### src/rtl/lcd_panel_sequencer_if.sv
`default_nettype none
// +--------------------------------------------------------------------------+
// | Module      : lcd_panel_sequencer_if                                     |
// | Description : Bundle between the panel on/off control plus sync         |
// |               generator (master side) and the power/enable sequencer     |
// |               (slave side).                                              |
// | Signals     : on_req, hcount_reg[9:0], Vcount_reg[8:0], bl_level[7:0]    |
// |               (master -> slave); lcd_pwr_en, en_sync, disp_en, bl_en,    |
// |               panel_ready, busy, state_dbg[2:0] (slave -> master)        |
// | Revision    : 1.0  initial release                                       |
// +--------------------------------------------------------------------------+
interface lcd_panel_sequencer_if;
    logic       on_req;
    logic [9:0] hcount_reg;
    logic [8:0] Vcount_reg;
    logic [7:0] bl_level;
    logic       lcd_pwr_en;
    logic       en_sync;
    logic       disp_en;
    logic       bl_en;
    logic       panel_ready;
    logic       busy;
    logic [2:0] state_dbg;

    modport master (
        output on_req, hcount_reg, Vcount_reg, bl_level,
        input  lcd_pwr_en, en_sync, disp_en, bl_en, panel_ready, busy, state_dbg
    );

    modport slave (
        input  on_req, hcount_reg, Vcount_reg, bl_level,
        output lcd_pwr_en, en_sync, disp_en, bl_en, panel_ready, busy, state_dbg
    );
endinterface
`default_nettype wire

### src/rtl/lcd_panel_sequencer.sv
`default_nettype none
// +--------------------------------------------------------------------------+
// | Module      : lcd_panel_sequencer                                        |
// | Description : Power/enable sequencer for the 480x272 LCD timing path.    |
// |               Raises panel power, sync run enable, DISP and backlight in |
// |               panel order and drops them in reverse; frame-based steps   |
// |               land on frame boundaries seen on hcount_reg/Vcount_reg.    |
// | Ports       : clk_lcd  pixel clock, all logic on posedge                 |
// |               rst      synchronous active-high reset                     |
// |               bus      lcd_panel_sequencer_if.slave (control + status)   |
// | Option      : LCD_BL_PWM_EN - backlight driven by 8-bit PWM of bl_level  |
// |               in RUN; undefined - bl_en is a plain level in RUN.         |
// | Revision    : 1.0  initial release                                       |
// +--------------------------------------------------------------------------+
module lcd_panel_sequencer #(
    parameter int PWR_DLY     = 1000,
    parameter int SYNC_FRAMES = 2,
    parameter int OFF_FRAMES  = 2,
    parameter int H_LAST      = 479,
    parameter int V_LAST      = 271
) (
    input wire                    clk_lcd,
    input wire                    rst,
    lcd_panel_sequencer_if.slave  bus
);

    typedef enum logic [2:0] {
        ST_OFF        = 3'd0,
        ST_PWR_UP     = 3'd1,
        ST_SYNC_START = 3'd2,
        ST_DISP_ON    = 3'd3,
        ST_RUN        = 3'd4,
        ST_BL_OFF     = 3'd5,
        ST_DISP_OFF   = 3'd6,
        ST_PWR_DOWN   = 3'd7
    } state_t;

    localparam int c_cnt_max =
        (PWR_DLY >= SYNC_FRAMES && PWR_DLY >= OFF_FRAMES) ? PWR_DLY :
        (SYNC_FRAMES >= OFF_FRAMES) ? SYNC_FRAMES : OFF_FRAMES;
    localparam int c_cnt_w = $clog2(c_cnt_max + 1);

    // A step completes on the event that brings the count to its target, so
    // the comparison is against target-1 of the current count.
    localparam logic [c_cnt_w-1:0] c_pwr_last  = c_cnt_w'(PWR_DLY - 1);
    localparam logic [c_cnt_w-1:0] c_sync_last = c_cnt_w'(SYNC_FRAMES - 1);
    localparam logic [c_cnt_w-1:0] c_off_last  = c_cnt_w'(OFF_FRAMES - 1);
    localparam logic [c_cnt_w-1:0] c_cnt_one   = c_cnt_w'(1);
    localparam logic [9:0]         c_h_last    = 10'(H_LAST);
    localparam logic [8:0]         c_v_last    = 9'(V_LAST);

    state_t               state_q, state_d;
    logic [c_cnt_w-1:0]   cnt_q, cnt_d;
    logic                 fe_cond_q;
    logic                 lcd_pwr_en_q, en_sync_q, disp_en_q, bl_en_q;
    logic                 panel_ready_q, busy_q;
    logic [2:0]           state_dbg_q;
    logic                 w_fe_cond, w_frame_end, w_bl_on;

    // Frame end is qualified by our own en_sync so a stopped generator can
    // never advance the frame counts.
    assign w_fe_cond   = en_sync_q && (bus.hcount_reg == c_h_last) && (bus.Vcount_reg == c_v_last);
    assign w_frame_end = w_fe_cond && !fe_cond_q;

`ifdef LCD_BL_PWM_EN
    logic [7:0] pwm_cnt_q;
    assign w_bl_on = (state_q == ST_RUN) && (pwm_cnt_q < bus.bl_level);
`else
    logic w_bl_level_unused;
    assign w_bl_level_unused = ^bus.bl_level;
    assign w_bl_on = (state_q == ST_RUN);
`endif

    always_comb begin
        state_d = state_q;
        cnt_d   = cnt_q;
        case (state_q)
            ST_OFF: begin
                if (bus.on_req) state_d = ST_PWR_UP;
            end
            ST_PWR_UP: begin
                // Abort is checked first so power-off ordering always wins.
                if (!bus.on_req)               state_d = ST_PWR_DOWN;
                else if (cnt_q == c_pwr_last)  state_d = ST_SYNC_START;
                else                           cnt_d   = cnt_q + c_cnt_one;
            end
            ST_SYNC_START: begin
                if (!bus.on_req) state_d = ST_PWR_DOWN;
                else if (w_frame_end) begin
                    if (cnt_q == c_sync_last) state_d = ST_DISP_ON;
                    else                      cnt_d   = cnt_q + c_cnt_one;
                end
            end
            ST_DISP_ON: begin
                if (!bus.on_req)      state_d = ST_DISP_OFF;
                else if (w_frame_end) state_d = ST_RUN;
            end
            ST_RUN: begin
                if (!bus.on_req) state_d = ST_BL_OFF;
            end
            // Shutdown states run to completion regardless of on_req.
            ST_BL_OFF: begin
                if (w_frame_end) state_d = ST_DISP_OFF;
            end
            ST_DISP_OFF: begin
                if (w_frame_end) begin
                    if (cnt_q == c_off_last) state_d = ST_PWR_DOWN;
                    else                     cnt_d   = cnt_q + c_cnt_one;
                end
            end
            ST_PWR_DOWN: begin
                if (cnt_q == c_pwr_last) state_d = ST_OFF;
                else                     cnt_d   = cnt_q + c_cnt_one;
            end
            default: state_d = ST_OFF;
        endcase
        if (state_d != state_q) cnt_d = '0;
    end

    always_ff @(posedge clk_lcd) begin
        if (rst) begin
            state_q       <= ST_OFF;
            cnt_q         <= '0;
            fe_cond_q     <= 1'b0;
            lcd_pwr_en_q  <= 1'b0;
            en_sync_q     <= 1'b0;
            disp_en_q     <= 1'b0;
            bl_en_q       <= 1'b0;
            panel_ready_q <= 1'b0;
            busy_q        <= 1'b0;
            state_dbg_q   <= 3'd0;
`ifdef LCD_BL_PWM_EN
            pwm_cnt_q     <= 8'd0;
`endif
        end else begin
            state_q       <= state_d;
            cnt_q         <= cnt_d;
            fe_cond_q     <= w_fe_cond;
            // Outputs follow the current state, one cycle behind it.
            lcd_pwr_en_q  <= (state_q != ST_OFF);
            en_sync_q     <= (state_q == ST_SYNC_START) || (state_q == ST_DISP_ON) ||
                             (state_q == ST_RUN) || (state_q == ST_BL_OFF) ||
                             (state_q == ST_DISP_OFF);
            disp_en_q     <= (state_q == ST_DISP_ON) || (state_q == ST_RUN) ||
                             (state_q == ST_BL_OFF);
            bl_en_q       <= w_bl_on;
            panel_ready_q <= (state_q == ST_RUN);
            busy_q        <= (state_q != ST_OFF) && (state_q != ST_RUN);
            state_dbg_q   <= state_q;
`ifdef LCD_BL_PWM_EN
            pwm_cnt_q     <= pwm_cnt_q + 8'd1;
`endif
        end
    end

    assign bus.lcd_pwr_en  = lcd_pwr_en_q;
    assign bus.en_sync     = en_sync_q;
    assign bus.disp_en     = disp_en_q;
    assign bus.bl_en       = bl_en_q;
    assign bus.panel_ready = panel_ready_q;
    assign bus.busy        = busy_q;
    assign bus.state_dbg   = state_dbg_q;

endmodule
`default_nettype wire

### src/flat_wrapper.sv
// flat-port wrapper written by rule: the top's interface ports become plain ports
module lcd_panel_sequencer_flat 
#(
    parameter int PWR_DLY     = 1000,
    parameter int SYNC_FRAMES = 2,
    parameter int OFF_FRAMES  = 2,
    parameter int H_LAST      = 479,
    parameter int V_LAST      = 271
)
  (clk_lcd, rst, bus_on_req, bus_hcount_reg, bus_Vcount_reg, bus_bl_level, bus_lcd_pwr_en, bus_en_sync, bus_disp_en, bus_bl_en, bus_panel_ready, bus_busy, bus_state_dbg);
  lcd_panel_sequencer_if bus_i ();
  input wire clk_lcd;
  input wire rst;
  input wire logic [$bits(bus_i.on_req)-1:0] bus_on_req;
  input wire logic [$bits(bus_i.hcount_reg)-1:0] bus_hcount_reg;
  input wire logic [$bits(bus_i.Vcount_reg)-1:0] bus_Vcount_reg;
  input wire logic [$bits(bus_i.bl_level)-1:0] bus_bl_level;
  output wire logic [$bits(bus_i.lcd_pwr_en)-1:0] bus_lcd_pwr_en;
  output wire logic [$bits(bus_i.en_sync)-1:0] bus_en_sync;
  output wire logic [$bits(bus_i.disp_en)-1:0] bus_disp_en;
  output wire logic [$bits(bus_i.bl_en)-1:0] bus_bl_en;
  output wire logic [$bits(bus_i.panel_ready)-1:0] bus_panel_ready;
  output wire logic [$bits(bus_i.busy)-1:0] bus_busy;
  output wire logic [$bits(bus_i.state_dbg)-1:0] bus_state_dbg;
  assign bus_i.on_req = bus_on_req;
  assign bus_i.hcount_reg = bus_hcount_reg;
  assign bus_i.Vcount_reg = bus_Vcount_reg;
  assign bus_i.bl_level = bus_bl_level;
  assign bus_lcd_pwr_en = bus_i.lcd_pwr_en;
  assign bus_en_sync = bus_i.en_sync;
  assign bus_disp_en = bus_i.disp_en;
  assign bus_bl_en = bus_i.bl_en;
  assign bus_panel_ready = bus_i.panel_ready;
  assign bus_busy = bus_i.busy;
  assign bus_state_dbg = bus_i.state_dbg;
  lcd_panel_sequencer #(.PWR_DLY(PWR_DLY), .SYNC_FRAMES(SYNC_FRAMES), .OFF_FRAMES(OFF_FRAMES), .H_LAST(H_LAST), .V_LAST(V_LAST)) u_core (.clk_lcd(clk_lcd), .rst(rst), .bus(bus_i));
endmodule
### config.mk
export PLATFORM = sky130hd
export DESIGN_NAME = lcd_panel_sequencer_flat
export DESIGN_NICKNAME = d
export VERILOG_FILES = /design/src/rtl/lcd_panel_sequencer_if.sv /design/src/rtl/lcd_panel_sequencer.sv /design/src/flat_wrapper.sv
export SDC_FILE = /design/constraint.sdc
export NUM_CORES = 1
export LEC_CHECK = 0
export ABC_AREA = 1
export CAP_MARGIN = 20
export CORE_MARGIN = 2
export CORE_UTILIZATION = 34
export CTS_CLUSTER_SIZE = 28
export DETAILED_ROUTE_END_ITERATION = 12
export PLACE_DENSITY = 0.64
export SYNTH_ARGS = -nofsm -noshare
export SYNTH_HDL_FRONTEND = slang
export SYNTH_SLANG_ARGS = --single-unit
### constraint.sdc
create_clock -name clk_lcd -period 2.5 [get_ports clk_lcd]
set_input_delay 0.5 -clock clk_lcd [delete_from_list [all_inputs] [get_ports clk_lcd]]
set_output_delay 0.5 -clock clk_lcd [all_outputs]
set_load 0.005 [all_outputs]
======== Yosys cells after proc, flatten, opt, wreduce, memory -nomap -nowiden ========
Cells that the tools add are included.
operators by class
  order comparisons ....................... 0
  bitwise gates (word level) .............. 0
  equal/unequal tests ..................... 15
  shift-type cells ........................ 0
  muxes and demuxes ....................... 20
  $add $sub $neg .......................... 1
  div/mod/pow operators ................... 0
  multipliers ............................. 0
  reductions and logical operators ........ 16
operators with widths
  operator                                                           number
  10-bit 2-to-1 mux                                                  5
  10-bit case mux with 4 select lines                                1
  3-bit 2-to-1 mux                                                   13
  3-bit case mux with 8 select lines                                 1
  3-bit == test (second input constant)                              4
  10-bit by 1-bit adder with 10-bit output (second input constant)   1
  10-bit by 1-bit == test with 1-bit output (second input constant)  1
  10-bit == test (second input constant)                             1
  10-bit by 9-bit == test with 1-bit output (second input constant)  1
  9-bit == test (second input constant)                              1
  3-bit by 2-bit == test with 1-bit output (second input constant)   2
  1-bit logical OR                                                   6
  1-bit logical AND                                                  4
  2-bit != test (second input constant)                              2
  4-bit nonzero test                                                 1
  3-bit by 1-bit == test with 1-bit output (second input constant)   1
  3-bit logical NOT                                                  1
  3-bit != test                                                      1
  3-bit != test (second input constant)                              1
  3-bit AND reduction                                                1
  3-bit nonzero test                                                 1
  2-bit OR reduction                                                 1
  1-bit logical NOT                                                  1
word-level totals
  memories ................................ 0
  bits in latches ......................... 0
  memory bits (writable) .................. 0
  input port bits ......................... 30
  memory bits (read-only) ................. 0
  word-level logic and storage cells ...... 61
  bits in registers ....................... 22

======== Logic depth before layout (Yosys ltp) ========
  word-level depth ........................ 9
  mapped depth ............................ 14
  gate-level depth less buffers ........... 14

======== Worst setup path before layout ========
Ideal clock, no wire load.
  path kind ............................... flip-flop to flip-flop
  start ................................... register u_core.state_q[1]
  end ..................................... register u_core.cnt_q[0]
  stages on the path, launching flop included .. 13
  setup slack ............................. 0.729 ns
  required time ........................... 2.384 ns
  data arrival time ....................... 1.655 ns
  library setup time ...................... 0.116 ns
  buffers on the path ..................... 0
  period minus slack after synthesis ...... 1.771 ns
  cell sequence ........................... dfxtp_1 inv_2 ha_1 nor3_1 nand2_1 nand3_1 nor2_1 nand3_2 nand2_1 nand2_1 nand2_2 nand4_4 nor2_1
between the ends
  cells in the longest elaborated chain, start to end .. 6
  elaborated cells on any way between the ends .. 29
ends and longest elaborated chain
  what                                 RTL line                    source
  start, declared                      lcd_panel_sequencer.sv:52   state_t state_q, state_d;
  start signal, assigned               lcd_panel_sequencer.sv:136  state_q <= state_d;
  3-bit 2-to-1 mux                     lcd_panel_sequencer.sv:90   if (cnt_q == c_sync_last) state_d = ST_DISP_ON;
  3-bit 2-to-1 mux                     lcd_panel_sequencer.sv:89   else if (w_frame_end) begin
  3-bit 2-to-1 mux                     lcd_panel_sequencer.sv:88   if (!bus.on_req) state_d = ST_PWR_DOWN;
  3-bit case mux with 8 select lines   lcd_panel_sequencer.sv:77   case (state_q)
  3-bit != test                        lcd_panel_sequencer.sv:117  if (state_d != state_q) cnt_d = '0;
  2-bit OR reduction (no source line)  -
  end signal, assigned                 lcd_panel_sequencer.sv:137  cnt_q <= cnt_d;
  end, declared                        lcd_panel_sequencer.sv:53   logic [c_cnt_w-1:0] cnt_q, cnt_d;
Parallel ways exist; a longest one is shown, timed or not.
A chain may end at the register's enable or synchronous reset.

======== Worst setup path after layout ========
  start ................................... input port bus_Vcount_reg[0]
  end ..................................... register u_core.cnt_q[6]
between the ends
  cells in the longest elaborated chain, start to end .. 8
  elaborated cells on any way between the ends .. 15
ends and longest elaborated chain
  what                                 RTL line                                              source
  start, declared                      flat_wrapper.sv:16                                    input wire logic [$bits(bus_i.Vcount_reg)-1:0] bus_Vcount_reg;
  9-bit == test (*)                    lcd_panel_sequencer.sv:62                             assign w_fe_cond = en_sync_q && (bus.hcount_reg == c_h_last) && (bus.Vcount_reg == c_v_last);
  1-bit logical AND (*)                lcd_panel_sequencer.sv:62
  1-bit logical AND (*)                lcd_panel_sequencer.sv:63                             assign w_frame_end = w_fe_cond && !fe_cond_q;
  3-bit 2-to-1 mux (on tied branches)  lcd_panel_sequencer.sv:96, lcd_panel_sequencer.sv:89
  3-bit 2-to-1 mux (on tied branches)  lcd_panel_sequencer.sv:95, lcd_panel_sequencer.sv:88
  3-bit case mux with 8 select lines   lcd_panel_sequencer.sv:77
  3-bit != test                        lcd_panel_sequencer.sv:117
  2-bit OR reduction (no source line)  -
Mark *: on every way between the ends. The rest lies on a longest branch, timed or not. The select of a mux whose other input is x is not followed.

==> out/metrics.cfg <==
[clock_tree]
cts-resized-gates=0
cts_sinks=22
cts_max_level=1
worstSkewPairLatency_ps=260
root_buffer=clkbuf_8
post-cts-setup-buffer-count=0
cts_tree=yes
numCtsBuffers=3
max-clock-path-buffers=2
clkTransAtPathRegs_ps=80
holdBufCountCts=0

[critical_path]
crit_path_end=u_core.cnt_q[6]
r2r_cells=11
critical-path-max-stage-delay_ps=450
crit_path_top_delay_cell=clkdlybuf4s50_1
timing.rr.end=u_core.cnt_q[6]
setup.worst_path.start=bus_Vcount_reg[0]
critPathCaptureType=flop
cp-start-kind=input pin
path_cells=clkdlybuf4s50_1 > nand2_1 > nor2_1 > nand2_1 > nor2_1 > nand3_1 > buf_4 > nand2_1 > nand2_1 > nand2_1 > nand2_1 > nand3_1 > nand4_4 > nor2_1
rr_startpoint=u_core.state_q[1]
crit_top_cell=nand2_1
cp.required_ps=2700
crit_fanout=10
reg2reg_slack_ps=370
crit_arrival_ps=2350
crit_type=input pin to flop

[yosys]
syn_nets=254
ys_types=27
avgSynthCellArea_um2=6.422
yosys-top-cells-area=dfxtp_1 (31%), nand2_1 (12%), inv_1 (11%)
synth_top_area_share=0.3132
synth_top_area_cell=dfxtp_1
seq_area_frac_synth=0.3132
synth_area_mm2=0.001406
syn_inst=219
ys_seq_elements=22
ys_warn_count=0

[run_status]
status=finished clean

[global_routing]
grt_antenna_before_repair=0
grt_pass1_wl_um=5354
grt_max_degree=14
grt.total_usage=0.1473
grt-ovfl-total=0
first_global_vias=1317

[cells_and_area]
stdcell_area_mm2=0.001861
area_growth_pct=32.30
drive_above_1_share=0.08268
layout_commonest_cell=nand2_1
antenna_cells=0
finalNetCount=290
layout_common_cells=nand2_1 (46), inv_1 (43), nor2_1 (33)
fillers=409

[hold_path]
min_from=u_core.cnt_q[9]
hold_path_class=flop to flop

[place]
finalWeightedCongestion=0.8914
numPortBuffers=30
hpwlAfterDp_um=2339
dpl_cell_area_mm2=0.001789

[floorplanning]
core_mm2=0.004000
start_util=0.3516
die_y_um=68.32
die-width_um=68.32
dieArea_mm2=0.004667
io-pin-count=39
num_rows=23

[power_and_ir_drop]
ir_drop_uv=576.2
clock_power_share=0.242
swShare=0.3670
p_seq_frac=0.328
p_int_uw=872.5
netSwitchingPower_uw=505.9
p_per_area_mw_per_mm2=740.9
power.share.combinational=0.431
power.total_uw=1378
leakagePower_uw=0.0007868

[routing]
wire_per_inst_um=9.750
vias_per_cell=4.431
dr.pass1.iters=4
num_vias=1347
drt-total-wl_um=2964
antenna_left=0
drt-initial-drc-count=35
drc_errors=0

[sta]
fmax_mhz=464.6
skew_ps=2.671
drv_slew=0
min_period_ps=2152
rsz0062_at_grt=false
worst_hold_slack_ps=563.6
setup_violations=0
max_slew_margin=0.7342
tightest_slew_ps=395.6
period_share=0.8609
hold_viol=0
tns_ps=0

[flow_run]
max_cap_viol_count=0

==> synthesized netlist by cell type, drive strengths merged <==
master,number
a21o,1
a21oi,4
buf,2
clkbuf,1
clkinv,1
dfxtp,22
ha,5
inv,46
nand2,48
nand3,19
nand4,7
nor2,35
nor3,9
o21ai,10
o31ai,1
xnor2,2
xor2,6
==> worst min path at each step <==
| stage | endpoint | slack [ps] | cells past startpoint |
|---|---|---|---|
| 3_5_place_dp | u_core.cnt_q[9] | 560 | 4 |
| 5_1_grt | u_core.cnt_q[9] | 620 | 4 |
| 6_report | u_core.cnt_q[9] | 560 | 4 |
| 3_3_place_gp | u_core.cnt_q[9] | 560 | 4 |
| 4_1_cts | u_core.cnt_q[9] | 570 | 4 |
| 2_1_floorplan | u_core.cnt_q[9] | 530 | 4 |
==> area by class of cell <==
| class | instances | area [um^2] | share of cell area |
|---|---|---|---|
| Clock buffer | 3 | 41.29 | 0.02219 |
| Clock inverter | 1 | 30.03 | 0.01614 |
| Inverter | 47 | 176.4 | 0.09482 |
| Multi-Input combinational cell | 147 | 767.0 | 0.4122 |
| Sequential cell | 22 | 440.4 | 0.2367 |
| Tap cell | 50 | 62.56 | 0.03362 |
| Timing Repair Buffer | 34 | 342.8 | 0.1843 |
==> logic make-up (layout without fill, tap and decap cells) <==
| kind of cell | count (synthesis) | in the layout | share of synthesized area |
|---|---|---|---|
| xor gates and xnor gates | 8 | 8 | 0.04982 |
| adders and majority gates | 5 | 5 | 0.04448 |
| and+or+nand+nor | 118 | 118 | 0.3879 |
| AOI/OAI and AO/OA | 16 | 16 | 0.06317 |
| DFF | 22 | 22 | 0.3132 |
| buffers and inverters | 50 | 85 | 0.1415 |
==> per-layer routing <==
metal	track usage	wire length (um)
met5	0	0
met3	0.02467	51
met4	0.03250	17
met2	0.2755	1500
met1	0.1738	1395
==> state kept, by name (all words and copies together), names as in the netlist <==
signal,cells
u_core.bus.busy,1
u_core.bus.disp_en,1
u_core.bus.en_sync,1
u_core.bus.lcd_pwr_en,1
u_core.bus.panel_ready,1
u_core.bus.state_dbg,3
u_core.cnt_q,10
u_core.fe_cond_q,1
u_core.state_q,3
==> critical path: cells and delay by family <==
family                 cells  cell delay (ps)
buffers and inverters      2              610
and+or+nand+nor           12             1240
==> power groups by stage <==
stage	clock [uW]	sequential, uW	combinational [uW]
3_3_place_gp	0	459	598
3_5_place_dp	0	460	599
2_1_floorplan	0	454	400
4_1_cts	344	452	602
6_report	333	452	594
5_1_grt	350	459	680
==> metrics by stage <==
stage,std cells,util,setup WS (ps)
after floorplan,219,-,729.1
after global placement,300,0.4473,71.36
after detailed placement,300,0.4473,52.13
after CTS,304,0.4651,327.3
after global routing,304,0.4651,110.5
final,304,0.4651,347.8
Power figures use the tool's default switching activity.
